File: config.mk
export PLATFORM = sky130hd
export DESIGN_NAME = isa_encoder
export DESIGN_NICKNAME = d
export VERILOG_FILES = /design/src/rtl/isa_encoder.sv
export SDC_FILE = /design/constraint.sdc
export NUM_CORES = 1
export LEC_CHECK = 0
export CAP_MARGIN = 10
export CORE_MARGIN = 2
export CORE_UTILIZATION = 45
export DETAILED_ROUTE_END_ITERATION = 12
export DONT_BUFFER_PORTS = 1
export PLACE_DENSITY = 0.65
export SKIP_CTS_REPAIR_TIMING = 1
export SLEW_MARGIN = 20
export SYNTH_ARGS = -nofsm -noshare
export SYNTH_HDL_FRONTEND = slang
export SYNTH_SLANG_ARGS = --single-unit
File: constraint.sdc
create_clock -name clk -period 1.33 [get_ports clk]
set_input_delay 0 -clock clk [delete_from_list [all_inputs] [get_ports clk]]
set_output_delay 0 -clock clk [all_outputs]
set_load 0.005 [all_outputs]
File: src/rtl/isa_encoder.sv
// Front-panel instruction entry: builds 16-bit words from switches,
// one field per debounced button press, and offers them via valid/ready.
module isa_encoder #(
  parameter int          ADDR_W     = 8,
  parameter int          DB_CYCLES  = 50000,
  parameter logic [3:0]  IMM_OPCODE = 4'b0001
) (
  input  logic              clk,
  input  logic              rst_n,
  input  logic [7:0]        sw,
  input  logic              btn,
  input  logic              clr,
  input  logic              instr_ready,
  output logic [15:0]       instr,
  output logic              instr_valid,
  output logic              imm_en,
  output logic [ADDR_W-1:0] wr_addr,
  output logic              wrapped,
  output logic [1:0]        state
);

  typedef enum logic [1:0] {
    S_OP   = 2'd0,
    S_RD   = 2'd1,
    S_LO   = 2'd2,
    S_EMIT = 2'd3
  } state_t;

  localparam int CW = $clog2(DB_CYCLES + 1);
  localparam logic [CW-1:0] DB_LAST = CW'(DB_CYCLES - 1);

  logic [1:0]        r_sync;
  logic              r_db;
  logic              r_db_d;
  logic [CW-1:0]     r_cnt;
  logic              r_press;

  state_t            r_state;
  state_t            w_next;
  logic [15:0]       r_instr;
  logic              r_valid;
  logic [ADDR_W-1:0] r_addr;
  logic              r_wrapped;

  logic              w_hs;
  logic              w_cap_op;
  logic              w_cap_rd;
  logic              w_cap_lo;
  logic              w_take;

  // A level change is accepted only after DB_CYCLES unbroken cycles
  always_ff @(posedge clk or negedge rst_n) begin
    if (!rst_n) begin
      r_sync  <= '0;
      r_db    <= 1'b0;
      r_db_d  <= 1'b0;
      r_cnt   <= '0;
      r_press <= 1'b0;
    end else begin
      r_sync  <= {r_sync[0], btn};
      r_db_d  <= r_db;
      r_press <= r_db & ~r_db_d;
      if (r_sync[1] != r_db) begin
        if (r_cnt == DB_LAST) begin
          r_db  <= r_sync[1];
          r_cnt <= '0;
        end else begin
          r_cnt <= r_cnt + 1'b1;
        end
      end else begin
        r_cnt <= '0;
      end
    end
  end

  assign w_hs = r_valid & instr_ready;

  always_ff @(posedge clk or negedge rst_n) begin
    if (!rst_n) r_state <= S_OP;
    else        r_state <= w_next;
  end

  always_comb begin
    w_next   = r_state;
    w_cap_op = 1'b0;
    w_cap_rd = 1'b0;
    w_cap_lo = 1'b0;
    w_take   = 1'b0;
    if (clr) begin
      w_next = S_OP;
    end else begin
      unique case (r_state)
        S_OP: if (r_press) begin
          w_cap_op = 1'b1;
          w_next   = S_RD;
        end
        S_RD: if (r_press) begin
          w_cap_rd = 1'b1;
          w_next   = S_LO;
        end
        S_LO: if (r_press) begin
          w_cap_lo = 1'b1;
          w_next   = S_EMIT;
        end
        S_EMIT: if (w_hs) begin
          w_take = 1'b1;
          w_next = S_OP;
        end
      endcase
    end
  end

  // clr wins over capture and handshake, so wr_addr never moves on clr
  always_ff @(posedge clk or negedge rst_n) begin
    if (!rst_n) begin
      r_instr   <= '0;
      r_valid   <= 1'b0;
      r_addr    <= '0;
      r_wrapped <= 1'b0;
    end else if (clr) begin
      r_instr <= '0;
      r_valid <= 1'b0;
    end else begin
      if (w_cap_op) r_instr[15:12] <= sw[3:0];
      if (w_cap_rd) r_instr[11:8]  <= sw[3:0];
      if (w_cap_lo) begin
        r_instr[7:0] <= sw;
        r_valid      <= 1'b1;
      end
      if (w_take) begin
        r_valid <= 1'b0;
        r_addr  <= r_addr + ADDR_W'(1);
        if (&r_addr) r_wrapped <= 1'b1;
      end
    end
  end

  assign instr       = r_instr;
  assign instr_valid = r_valid;
  assign imm_en      = (r_instr[15:12] == IMM_OPCODE);
  assign wr_addr     = r_addr;
  assign wrapped     = r_wrapped;
  assign state       = r_state;

endmodule
==> flow_summary.ini, run 1 <==
[outcome]
status = finished with violations
violations = setup timing

[clock_tree]
clock-root-buffer = clkbuf_8
numCtsBuffers = 5
cts.sinks = 49
insertion_delay_ns = 0.30
cts_max_level = 2
clkSlewWorstSetupHoldPaths_ns = 0.09
clockBufferDepth = 2
cts_tree = yes

[cells_and_area]
nets = 278
fillCellCount = 352
final_cell_count_no_fill = 314
syn2layout_area_growth_pct = 39.2
drive_above_1_share_pct = 32.3
antenna_cells = 0

[detailed_routing]
drtIter0Drc = 74
wl_per_cell_um = 15.2
drt-total-wl_um = 4780
ant_nets = 0
vias = 1697
vias_per_cell = 5.40
routed.top_layer = met4
wl_met2_um = 2430
route.detailed.drc = 0
wl_met1_um = 2050
wl_met3_um = 244
dr.pass1.iters = 4

[floorplan]
die_x_um = 73.6
core-area_mm2 = 0.00469
ios = 42
die_y_um = 73.6
dieArea_mm2 = 0.00541
start_util_pct = 46.4
rows = 25

[logic_synthesis]
synth.most_common_cell = dfrtp_1
syn_area_mm2 = 0.00218
synth_seq_area_share_pct = 56.3
synth_warnings = 0
yosys_register_bits = 49
synthFlopType = dfrtp_1
synthCells = 208
yosys-top-cells-area = dfrtp_1 56%, xnor2_1 6.4%, nand3_1 5.3%
yosysTopAreaCell = dfrtp_1
synth_nets = 227
ys_top_cells_by_count = 49 x dfrtp_1, 26 x nand2_1, 23 x nand3_1
synth_cell_types = 30
synth_edf_count = 0
synthArstFlopShare_pct = 100
synth_area_per_cell_um2 = 10.5
synth_top_area_share_pct = 56.3

[timing]
worst_pin_slew_ns = 0.786
finClkSkew_ns = 0.00942
slew_viol_final = 0
setup_violations = 24
grt_setup_unrepaired = yes
period_needed_ns = 1.44
period_share_pct = 108
slew_headroom_pct = 47.4
fin_ws_ns = -0.108
final_hold_viol_count = 0
clock.fmax_mhz = 695

[placed_design]
globalplace.congestion = 0.767
io_buffers = 0
place_hpwl_um = 2980
dp_cells = 289

[setup_path]
cp.required_ns = 1.56
critPathCaptureType = flop
cpMaxStageDelayCell = dfrtp_1
crit_path_max_incr_delay_ns = 0.41
critical_path_peak_fanout = 4
path_cells = ha_2 -> and4b_2 -> buf_6 -> nand3_4 -> nor2_4 -> xor2_1
worst-path-buf-inv = 1
critical_path.top_delay_family = simple AND/OR/NAND/NOR gates
timing_worst_setup_path_type = flop to flop
arrival_ns = 1.67
cp-start-kind = flop

[pwr]
peakVddDrop_uv = 506
p_leak_nw = 1.33
power_mw = 2.98
power-per-cell-area_mw_per_mm2 = 984

[grt]
grt_pass1_wl_um = 7090
grt_use_total_pct = 16.7
overflow = 0
first_global_vias = 1557
grt_antenna_before_repair = 0
grt_max_degree = 50

[run]
cap_violations = 0

[worst_hold_path]
worstHoldPathType = primary input to flop
metrics by stage:
stage	area [um2]	worst slack (ns)	utilization, %	hold WS, ns	setup TNS, ns
after floorplan	2230	-0.135	-	-0.296	-1.12
after global placement	2530	-0.128	53.9	-0.295	-1.36
after detailed placement	2530	-0.163	53.9	-0.295	-2.09
after CTS	2660	-0.164	56.7	-0.632	-2.67
after global routing	3030	-0.198	64.6	0.0799	-4.21
final	3030	-0.108	64.6	0.0581	-2.03
final timing paths:
| path | startpoint | cells after the start | slack, ns | endpoint |
|---|---|---|---|---|
| setup / recovery | state[1] | 6 | -0.11 | wr_addr[7] |
| hold / removal | instr_ready | 4 | 0.06 | state[0] |
| setup reg to reg | state[1] | 6 | -0.11 | wr_addr[7] |
| hold reg to reg | r_sync[0] | 0 | 0.35 | r_sync[1] |
| max in group asynchronous | rst_n | 2 | 0.89 | state[0] |
| min in group asynchronous | rst_n | 2 | 0.21 | instr[7] |
cells by family after synthesis:
| kind of cell | share of synthesized area, % |
|---|---|
| simple gates | 22.6 |
| flops | 56.3 |
| xor+xnor | 8.85 |
| compound gates | 5.23 |
| buf+inv | 2.13 |
| fa+ha+maj | 3.45 |
| mux | 1.49 |
routing by layer:
layer | global-route usage, % | up-vias
li1 | - | 811
met1 | 21.8 | 828
met2 | 26.9 | 51
met3 | 4.39 | 7
met4 | 5.45 | 0
met5 | 0 | -
worst register-to-register path, stage by stage, from the launching register on:
cell	delay, ns
dfrtp_1	0.41
ha_2	0.20
and4b_2	0.29
buf_6	0.15
nand3_4	0.08
nor2_4	0.11
xor2_1	0.15
flip-flops by register name, indices dropped and copies added, names as in the netlist:
| name | count |
|---|---|
| instr | 16 |
| r_cnt | 16 |
| wr_addr | 8 |
| r_sync | 2 |
| state | 2 |
| instr_valid | 1 |
| r_db | 1 |
| r_db_d | 1 |
| r_press | 1 |
| wrapped | 1 |
layout make-up:
class	instances	area, um2	area share [%]
Clock buffer	5	68.8	2.27
Clock inverter	3	65.1	2.15
Inverter	5	18.8	0.619
Multi-Input combinational cell	147	1100	36.2
Sequential cell	49	1230	40.5
Tap cell	54	67.6	2.23
Timing Repair Buffer	51	487	16.1
cells in the final DEF (no fill, tap or decap), drive strengths merged, types with 3 or more instances in the layout:
cell type    instances
nand4                6
xnor2               16
and3                 3
clkbuf               6
ha                   6
a21oi               18
inv                  5
buf                 39
dfrtp               49
dlygate4sd3         11
nor4                 3
xor2                 6
nor2                19
nand3               24
nor3                 6
nand2               26
power by group:
part	total, mW	internal, mW	switching, mW
combinational	0.219	0.109	0.110
clock	1.24	0.747	0.497
sequential	1.52	1.50	0.0166
Note: power is estimated with default switching activity, not from simulation.
==> run 2: changes to the inputs <==
--- a/config.mk
+++ b/config.mk
@@ -5,14 +5,15 @@
 export SDC_FILE = /design/constraint.sdc
 export NUM_CORES = 1
 export LEC_CHECK = 0
-export CAP_MARGIN = 10
+export CAP_MARGIN = 20
 export CORE_MARGIN = 2
 export CORE_UTILIZATION = 45
 export DETAILED_ROUTE_END_ITERATION = 12
 export DONT_BUFFER_PORTS = 1
 export PLACE_DENSITY = 0.65
+export SETUP_SLACK_MARGIN = 0.5
 export SKIP_CTS_REPAIR_TIMING = 1
-export SLEW_MARGIN = 20
+export SLEW_MARGIN = 15
 export SYNTH_ARGS = -nofsm -noshare
 export SYNTH_HDL_FRONTEND = slang
 export SYNTH_SLANG_ARGS = --single-unit
==> flow_summary.ini, run 2 (same netlist as run 1, synthesis figures left out) <==
[placed_design]
place_hpwl_um = 3210
dp_cells = 290
preCtsSetupSlack_ns = -0.147
globalplace.congestion = 0.866
io_buffers = 0

[grt]
grt_use_total_pct = 18.7
grt_pass1_wl_um = 7820
first_global_vias = 1714
grt_max_degree = 50
grt_antenna_before_repair = 0
overflow = 0

[timing]
final.setup.tns_ns = -2.03
grt_setup_unrepaired = yes
period_share_pct = 109
fin_ws_ns = -0.122
finClkSkew_ns = 0.0122
setup_violations = 24
fin_hold_ws_ns = -0.619
final_hold_viol_count = 68
slew_headroom_pct = 77.1
clock.fmax_mhz = 689
worst_pin_slew_ns = 0.339
slew_viol_final = 0
period_needed_ns = 1.45

[cells_and_area]
final_common_cell = dfrtp_1
drive_above_1_share_pct = 50.0
antenna_cells = 0
syn2layout_area_growth_pct = 42.2
nets = 266
final_cell_count_no_fill = 302
final_cell_mix = 44 x dfrtp_1, 26 x buf_4, 19 x nand3_1
fillCellCount = 338

[setup_path]
path_cells = nand3_4 -> or2_4 -> or4_4 -> a21oi_2
cp-start-kind = flop
cpMaxStageDelayCell = or4_4
critical_path_peak_fanout = 3
critical_path.top_delay_family = simple AND/OR/NAND/NOR gates
timing_worst_setup_path_type = flop to flop
arrival_ns = 1.69
crit_path_max_incr_delay_ns = 0.48
cp.required_ns = 1.57
worst-path-buf-inv = 0
critPathCaptureType = flop

[clock_tree]
clock-root-buffer = clkbuf_8
cts_tree = yes
clockBufferDepth = 2
insertion_delay_ns = 0.30
clkSlewWorstSetupHoldPaths_ns = 0.10
cts.sinks = 49
cts_max_level = 2
numCtsBuffers = 5

[pwr]
switching_share_pct = 21.8
power-per-cell-area_mw_per_mm2 = 893
peakVddDrop_uv = 681
switchingPower_mw = 0.602
clockPowerShare_pct = 38.9
seqPwrFrac_pct = 54.9
intPower_mw = 2.16
p_leak_nw = 1.32
combPwrFrac_pct = 6.2

[floorplan]
dieArea_mm2 = 0.00541
start_util_pct = 46.4
die_x_um = 73.6
ios = 42
core-area_mm2 = 0.00469
die_y_um = 73.6
rows = 25

[run]
cap_violations = 0

[detailed_routing]
drtIter0Drc = 77
vias = 1667
dr.pass1.iters = 4
drt-total-wl_um = 4870
wl_per_cell_um = 16.1
route.detailed.drc = 0
vias_per_cell = 5.52
ant_nets = 0

[outcome]
violations = hold timing, setup timing
status = finished with violations

[worst_hold_path]
worstHoldPathType = primary input to async pin
-- run 2: changes by cell type in the layout (fill, tap and decap cells not counted), moves of 6 or more --
cell,delta
a21oi_1,-16
a21oi_2,+15
dlygate4sd3_1,-10
nand2_1,-17
nand2_2,+11
nand2_4,+6
-- run 2: power groups by stage --
stage / Clock [mW] / Combinational [mW] / Sequential, mW
6_report: 1.08 / 0.172 / 1.52
5_1_grt: 1.16 / 0.186 / 1.52
4_1_cts: 1.10 / 0.136 / 1.52
3_5_place_dp: 0 / 0.135 / 1.55
3_3_place_gp: 0 / 0.134 / 1.55
2_1_floorplan: 0 / 0.0766 / 1.55
-- run 2: cell type report --
class / count / area (um2) / area share, %
inverters: 5 / 36.3 / 1.17
clock buffers: 5 / 68.8 / 2.22
clock inverters: 3 / 46.3 / 1.49
well taps: 54 / 67.6 / 2.18
multi-input cells: 147 / 1280 / 41.2
flip-flops and latches: 49 / 1230 / 39.8
repair buffers: 39 / 370 / 12.0
-- run 2: worst paths after layout --
check,to,cells after the start,startpoint,slack [ns]
max,r_cnt[15],4,r_cnt[6],-0.12
min,r_cnt[13],0,rst_n,-0.62
max reg2reg,r_cnt[15],4,r_cnt[6],-0.12
min reg2reg,r_sync[1],0,r_sync[0],0.35
max in group asynchronous,instr[10],0,rst_n,1.85
min in group clk,instr[6],1,clr,-0.26
-- run 2: through the flow --
step | area (um2) | power, mW | util [%]
after floorplan | 2310 | 1.63 | -
after global placement | 2630 | 1.68 | 55.9
after detailed placement | 2630 | 1.68 | 55.9
after CTS | 2740 | 2.76 | 58.4
after global routing | 3100 | 2.87 | 66.0
final | 3100 | 2.77 | 66.0
-- run 2: routing by layer --
layer	vias up	global-route usage, %	share of wire, %	wire (um)
met5	-	0	0	0
met4	0	8.69	1.8	87
met3	7	4.39	4.3	208
met2	36	30.8	52	2550
met1	833	23.2	42	2030
li1	791	-	-	-
==> run 3: changes to the inputs <==
--- a/config.mk
+++ b/config.mk
@@ -10,7 +10,7 @@
 export CORE_UTILIZATION = 45
 export DETAILED_ROUTE_END_ITERATION = 12
 export DONT_BUFFER_PORTS = 1
-export PLACE_DENSITY = 0.65
+export PLACE_DENSITY = 0.63
 export SETUP_SLACK_MARGIN = 0.5
 export SKIP_CTS_REPAIR_TIMING = 1
 export SLEW_MARGIN = 15
==> constraint.sdc (replaced) <==
create_clock -name clk -period 1.5 [get_ports clk]
set_input_delay 0 -clock clk [delete_from_list [all_inputs] [get_ports clk]]
set_output_delay 0 -clock clk [all_outputs]
set_load 0.01 [all_outputs]
==> flow_summary.ini, run 3 (same netlist as run 1, synthesis figures left out) <==
[outcome]
status = finished with violations
violations = hold timing

[setup_path]
timing_worst_setup_path_type = flop to flop
critPathCaptureType = flop
worst-path-buf-inv = 0
crit_path_max_incr_delay_ns = 0.48
r2r-start = r_cnt[0]
cpMaxStageDelayCell = or4_4
startpoint = r_cnt[0]
cp-start-kind = flop
arrival_ns = 1.70
critical_path.top_delay_family = simple AND/OR/NAND/NOR gates
cp.required_ns = 1.74
path_cells = nand4_2 -> or2_4 -> or4_4 -> a21oi_2
critical_path_peak_fanout = 3

[grt]
grt_pass1_wl_um = 7620
grt_use_total_pct = 18.3
overflow = 0
grt_antenna_before_repair = 0
first_global_vias = 1599
grt_max_degree = 50

[cells_and_area]
nets = 259
syn2layout_area_growth_pct = 32.9
final_cell_count_no_fill = 295
fillCellCount = 372
final_core_util_pct = 61.7
final_common_cell = dfrtp_1
final_cell_mix = 45 x dfrtp_1, 21 x buf_4, 20 x nand3_1
multi_input_area_mm2 = 0.00120
drive_above_1_share_pct = 39.0
regArea_mm2 = 0.00123
antenna_cells = 0

[timing]
period_needed_ns = 1.46
grt_setup_unrepaired = yes
clock.fmax_mhz = 687
slew_headroom_pct = 73.8
setup_violations = 0
slew_viol_final = 0
final_hold_viol_count = 68
worst_pin_slew_ns = 0.391
finClkSkew_ns = 0.0104
period_share_pct = 97.0
fin_hold_ws_ns = -0.624

[clock_tree]
clockBufferDepth = 2
cts_max_level = 2
insertion_delay_ns = 0.30
numCtsBuffers = 5
cts.sinks = 49
clock-root-buffer = clkbuf_8
clkSlewWorstSetupHoldPaths_ns = 0.09
cts_tree = yes

[floorplan]
ios = 42
core-area_mm2 = 0.00469
die_y_um = 73.6
rows = 25
start_util_pct = 46.4
dieArea_mm2 = 0.00541
die_x_um = 73.6

[detailed_routing]
route.detailed.drc = 0
vias = 1662
ant_nets = 0
dr.pass1.iters = 4
drtIter0Drc = 84
vias_per_cell = 5.63
drt-total-wl_um = 4920
wl_per_cell_um = 16.7

[run]
cap_violations = 0

[placed_design]
dp_cells = 275
io_buffers = 0
place_hpwl_um = 3230
globalplace.congestion = 0.877

[worst_hold_path]
worstHoldPathType = primary input to async pin

[pwr]
p_leak_nw = 1.21
peakVddDrop_uv = 375
power-per-cell-area_mw_per_mm2 = 782
[run 3: final timing paths]
path / to / slack, ns / depth (start not counted)
max: r_cnt[15] / 0.04 / 4
min in group clk: instr[14] / -0.27 / 1
min: instr[6] / -0.62 / 0
min reg2reg: r_sync[1] / 0.36 / 0
max reg2reg: r_cnt[15] / 0.04 / 4
max in group asynchronous: state[1] / 2.01 / 0
[run 3: power breakdown]
group / switching, mW / internal [mW] / total (mW)
registers: 0.0112 / 1.33 / 1.34
logic: 0.0705 / 0.0733 / 0.144
clock network: 0.445 / 0.329 / 0.774
[run 3: per-layer routing]
metal	share of wire [%]	GRT usage, %	wire length [um]
met4	1.7	6.26	86
met2	53	31.3	2620
met5	0	0	0
met3	6.5	6.04	322
met1	39	21.6	1900
[run 3: area by class of cell]
type	instances	area share [%]
clock buffers	6	2.51
multi-input cells	148	41.6
well taps	54	2.33
repair buffers	31	9.42
clock inverters	2	0.519
inverters	5	1.08
flip-flops and latches	49	42.5
[run 3: metrics by stage]
step	power [mW]	area, um2	setup TNS, ns	setup slack [ns]	hold WS (ns)
final	2.26	2890	0	0.0447	-0.624
after global routing	2.36	2890	-0.0202	-0.0202	-0.644
after CTS	2.24	2560	-0.640	-0.0616	-0.633
after detailed placement	1.47	2470	-0.420	-0.0595	-0.295
after global placement	1.46	2470	-0.355	-0.0287	-0.295
after floorplan	1.44	2310	0	0.0347	-0.296
